File: config.mk
export PLATFORM = sky130hd
export DESIGN_NAME = shift_sequencer
export DESIGN_NICKNAME = d
export VERILOG_FILES = /design/src/rtl/shift_sequencer_pkg.sv /design/src/rtl/shift_step.sv /design/src/rtl/shift_sequencer.sv
export SDC_FILE = /design/constraint.sdc
export NUM_CORES = 1
export LEC_CHECK = 0
export BUFFER_PORTS_ARGS = -buffer_cell sky130_fd_sc_hd__buf_2
export CAP_MARGIN = 15
export CORE_ASPECT_RATIO = 0.6
export CORE_MARGIN = 2
export CORE_UTILIZATION = 45
export CTS_BUF_LIST = sky130_fd_sc_hd__clkbuf_16
export DETAILED_ROUTE_END_ITERATION = 7
export HOLD_SLACK_MARGIN = 0.1
export PLACE_DENSITY = 0.86
export SLEW_MARGIN = 20
export SYNTH_ARGS = -nofsm -noshare
export SYNTH_HDL_FRONTEND = slang
export SYNTH_SLANG_ARGS = --single-unit
File: constraint.sdc
create_clock -name clk -period 1.9 [get_ports clk]
set_clock_uncertainty 0.2 [all_clocks]
set_input_delay 0.19 -clock clk [delete_from_list [all_inputs] [get_ports clk]]
set_output_delay 0.19 -clock clk [all_outputs]
set_load 0.005 [all_outputs]
File: src/rtl/shift_sequencer_pkg.sv
// Shared encodings and default widths for the multi-cycle shift sequencer.
package shift_sequencer_pkg;

    localparam int DEF_WIDTH = 16;
    localparam int DEF_AMT_W = 4;

    typedef enum logic [1:0] {
        MODE_SLL = 2'b00,
        MODE_SRL = 2'b01,
        MODE_SRA = 2'b10,
        MODE_RSV = 2'b11
    } mode_t;

    typedef enum logic [1:0] {
        ST_IDLE  = 2'b00,
        ST_SHIFT = 2'b01,
        ST_DONE  = 2'b10
    } state_t;

endpackage

File: src/rtl/shift_step.sv
// Combinational one-bit shift stage; the reserved mode passes data through unchanged.
module shift_step
    import shift_sequencer_pkg::*;
#(
    parameter int WIDTH = DEF_WIDTH
) (
    input  logic [WIDTH-1:0] din,
    input  mode_t            mode,
    output logic [WIDTH-1:0] dout,
    output logic             shifted_bit
);

    always_comb begin
        dout        = din;
        shifted_bit = 1'b0;
        case (mode)
            MODE_SLL: begin
                dout        = {din[WIDTH-2:0], 1'b0};
                shifted_bit = din[WIDTH-1];
            end
            MODE_SRL: begin
                dout        = {1'b0, din[WIDTH-1:1]};
                shifted_bit = din[0];
            end
            MODE_SRA: begin
                dout        = {din[WIDTH-1], din[WIDTH-1:1]};
                shifted_bit = din[0];
            end
            default: begin
                dout        = din;
                shifted_bit = 1'b0;
            end
        endcase
    end

endmodule

File: src/rtl/shift_sequencer.sv
// Multi-cycle shifter: iterates shift_step one bit per clock under a start/busy/done handshake.
//   state    | meaning
//   ST_IDLE  | waiting for start; result/carry_out hold the last answer
//   ST_SHIFT | one shift step per clock, count tracks steps remaining
//   ST_DONE  | one-cycle done pulse, result valid
module shift_sequencer
    import shift_sequencer_pkg::*;
#(
    parameter int WIDTH = DEF_WIDTH,
    parameter int AMT_W = DEF_AMT_W
) (
    input  logic             clk,
    input  logic             reset,
    input  logic             start,
    input  logic [WIDTH-1:0] op_data,
    input  logic [AMT_W-1:0] op_amt,
    input  logic [1:0]       op_mode,
    output logic             busy,
    output logic             done,
    output logic [WIDTH-1:0] result,
    output logic             carry_out
);

    state_t           state;
    mode_t            mode;
    logic [AMT_W-1:0] count;
    logic [WIDTH-1:0] step_out;
    logic             step_bit;

    shift_step #(.WIDTH(WIDTH)) u_step (
        .din         (result),
        .mode        (mode),
        .dout        (step_out),
        .shifted_bit (step_bit)
    );

    always_ff @(posedge clk) begin
        if (reset) begin
            state     <= ST_IDLE;
            mode      <= MODE_SLL;
            count     <= '0;
            result    <= '0;
            carry_out <= 1'b0;
            busy      <= 1'b0;
            done      <= 1'b0;
        end else begin
            case (state)
                ST_IDLE: begin
                    done <= 1'b0;
                    busy <= 1'b0;
                    if (start) begin
                        result    <= op_data;
                        count     <= op_amt;
                        mode      <= mode_t'(op_mode);
                        carry_out <= 1'b0;
                        busy      <= 1'b1;
                        // Zero-amount and reserved-mode requests skip straight to the done pulse.
                        if (op_amt == '0 || op_mode == MODE_RSV) begin
                            state <= ST_DONE;
                            done  <= 1'b1;
                        end else begin
                            state <= ST_SHIFT;
                        end
                    end
                end
                ST_SHIFT: begin
                    result    <= step_out;
                    carry_out <= step_bit;
                    count     <= count - AMT_W'(1);
                    if (count == AMT_W'(1)) begin
                        state <= ST_DONE;
                        done  <= 1'b1;
                    end
                end
                ST_DONE: begin
                    done  <= 1'b0;
                    busy  <= 1'b0;
                    state <= ST_IDLE;
                end
                default: begin
                    done  <= 1'b0;
                    busy  <= 1'b0;
                    state <= ST_IDLE;
                end
            endcase
        end
    end

endmodule

==> results.cfg <==
[clock_tree]
cts_root_buffer = clkbuf_16
clock_latency_ns = 0.26
cts_setup_buffers = 0
cts_buffers = 3
clockBufferDepth = 2
cts_tree = built
clkTransAtPathRegs_ns = 0.07
cts.sinks = 27
h-tree-depth = 1

[pwr]
seqPwrFrac_pct = 42.8
p_int_mw = 1.14
pwr-share-comb_pct = 28.5
pwr-share-clk_pct = 28.7
p_leak_nw = 0.857
irDropWorstVdd_uv = 588
power.share.switching_pct = 31.2
power.density_nw_per_um2 = 820
p_sw_mw = 0.519

[logic_synthesis]
yosys-top-cells-area = dfxtp_1 (39%), a221oi_1 (8.8%), o2bb2ai_1 (8.8%), o21ai_0 (5.8%), ha_1 (5.4%)
synth_enable_flop_cells = 0
synth_top_area_share_pct = 39.0
synthTopCellsByCount = dfxtp_1 (27), nor2_1 (16), o21ai_0 (16), a221oi_1 (14), o2bb2ai_1 (14)
ys_types = 36
async_reset_ff_share_pct = 0
synth_area_per_cell_um2 = 8.84
synth_area_um2 = 1390
yosys_warnings = 0
synthFlopType = dfxtp_1
synth.most_common_cell = dfxtp_1
syn_nets = 188
seq_area_frac_synth_pct = 39.0
netlist_instances = 157
synth_top_area_cell = dfxtp_1
yosys_register_bits = 27

[routing]
wl_um = 4580
drc = 0
ant_nets = 0
wl_per_cell_um = 16.9
vias = 1608
firstDrtPassIters = 8
via_per_inst = 5.93
drt-initial-drc-count = 163

[critical_path]
start_kind = register
cpMaxStageDelayCell = dfxtp_1
worstPathArrival_ns = 1.84
crit_path_max_fanout = 7
path_class = register to register
max_stage_delay_ns = 0.35
crit_start = mode[0]$_SDFFE_PP0P_
cp.depth = 7
reg2reg_from = mode[0]$_SDFFE_PP0P_
cp_num_buf_inv = 2
cp.required_ns = 1.88
path_delay_family = compound AO/OA/AOI/OAI gates
worstRegToRegCells = 7
worst_setup_path_end_kind = register
crit_chain = inv_2, ha_4, nor2_2, a2111oi_4, buf_4, o21ai_0, o2bb2ai_1

[timing]
tns_ns = 0
hold_violations = 0
fin_crit_ns = 1.86
slew_headroom_pct = 59.5
setup_viol = 0
clock.fmax_mhz = 537
tightest_slew_ns = 0.592
fin_crit_sh_pct = 98.0
final_max_slew_viol_count = 0

[floorplan]
die-area_um2 = 3560
chipWidth_um = 75.7
io_pins = 44
core_um2 = 2910
die_y_um = 47.0
initial_core_util_pct = 47.7
core.rowCount = 15

[global_route]
overflow = 0
antenna_found_initial = 0
grt_max_degree = 16
track_usage_pct = 24.0
grt_pass1_wl_um = 6340
grt_pass1_vias = 1379

[finish]
fin_cells = 271
syn_to_final_growth_pct = 46.0
drive_above_1_share_pct = 31.0
n_antenna_cell = 0
nets = 261
fillCellCount = 199

[worst_hold_path]
worstHoldStart = op_amt[0]
holdCritPathClass = primary input to register
hold_depth = 3

[run]
maxCapViolations = 0

[placement]
gp_congestion = 0.786
hpwlAfterDp_um = 2670
dp_cells = 247
io_buffers = 43

[outcome]
status = finished clean
per-stage QoR:
step	util (%)	total power, mW	hold slack [ns]	setup WS (ns)	instance area (um^2)
floorplan	-	0.941	0.0683	0.0134	1390
global placement	59.1	1.10	0.252	0.0844	1720
detailed placement	59.1	1.11	0.253	0.0243	1720
CTS	68.4	1.61	0.104	0.00289	1990
global route	69.6	1.74	0.147	-0.0360	2030
finish	69.6	1.66	0.0983	0.0376	2030
tightest hold or removal path, delay by kind of cell:
family	cells	cell delay, ns
AO/OA/AOI/OAI	1	0.06
AND/OR/NAND/NOR	1	0.15
buffers and inverters	1	0.10
cells in the final DEF, fill, tap and decap left out, drive strengths merged:
cell	instances
nor3	4
o21ai	17
o22ai	1
buf	59
a221oi	14
nand2	6
nor3b	1
inv	6
o2bb2ai	14
a21oi	9
nor4bb	1
nor4	2
ha	6
o31a	1
clkbuf	3
nor2	16
o21bai	1
a31oi	1
dfxtp	27
clkinv	1
a2111oi	2
dlygate4sd3	19
a311oi	2
nand3	2
or3	1
or2	1
and2b	2
nand2b	1
a21o	1
a211oi	5
a22oi	1
o21a	1
or2b	1
flip-flops by register name, summed over array words and instances (netlist names):
| register | cells |
|---|---|
| state | 2 |
| carry_out | 1 |
| busy | 1 |
| done | 1 |
| mode | 2 |
| result | 16 |
| count | 4 |
per-layer routing:
metal / vias to the layer above / global-route usage [%] / wire, um
li1: 754 / - / -
met1: 749 / 33.4 / 1990
met2: 90 / 37.2 / 2160
met3: 15 / 5.58 / 345
met4: 0 / 8.07 / 86
met5: - / 0 / 0
worst paths after layout:
check | to | slack (ns)
worst max-delay path | result[8]$_SDFFE_PP0P_ | 0.04
worst min-delay path | count[0]$_SDFFE_PP0P_ | 0.1
worst max register to register | result[8]$_SDFFE_PP0P_ | 0.04
worst min register to register | busy$_SDFFE_PP0N_ | 0.27
what timing repair did:
item                                    in CTS  in global routing
hold buffers                                19                  0
endpoints found under the setup margin       0                 16
gates resized for setup                      0                  8
hold endpoints to repair                    21                  0
logic make-up (layout without fill, tap and decap cells):
kind of cell | Yosys count | after routing | share of synthesized area (%)
compound gates | 70 | 70 | 37.3
fa+ha+maj | 6 | 6 | 5.41
buf+inv | 16 | 88 | 5.05
flops | 27 | 27 | 39.0
simple gates | 38 | 38 | 13.3
power groups by stage:
| stage | clock [mW] | sequential [mW] | combinational, mW |
|---|---|---|---|
| 2_1_floorplan | 0 | 0.707 | 0.234 |
| 3_5_place_dp | 0 | 0.715 | 0.396 |
| 4_1_cts | 0.482 | 0.703 | 0.428 |
| 3_3_place_gp | 0 | 0.712 | 0.389 |
| 5_1_grt | 0.505 | 0.717 | 0.518 |
| 6_report | 0.477 | 0.711 | 0.473 |
cell type report:
type / instances / area, um^2 / area share, %
clock inverter: 1 / 5.00 / 0.247
tap: 42 / 52.6 / 2.59
timing repair buffer: 78 / 529 / 26.1
clock buffer: 3 / 75.1 / 3.71
multi-input combinational: 114 / 801 / 39.5
sequential: 27 / 541 / 26.7
inverter: 6 / 22.5 / 1.11
Note: power is estimated with default switching activity, not from simulation.
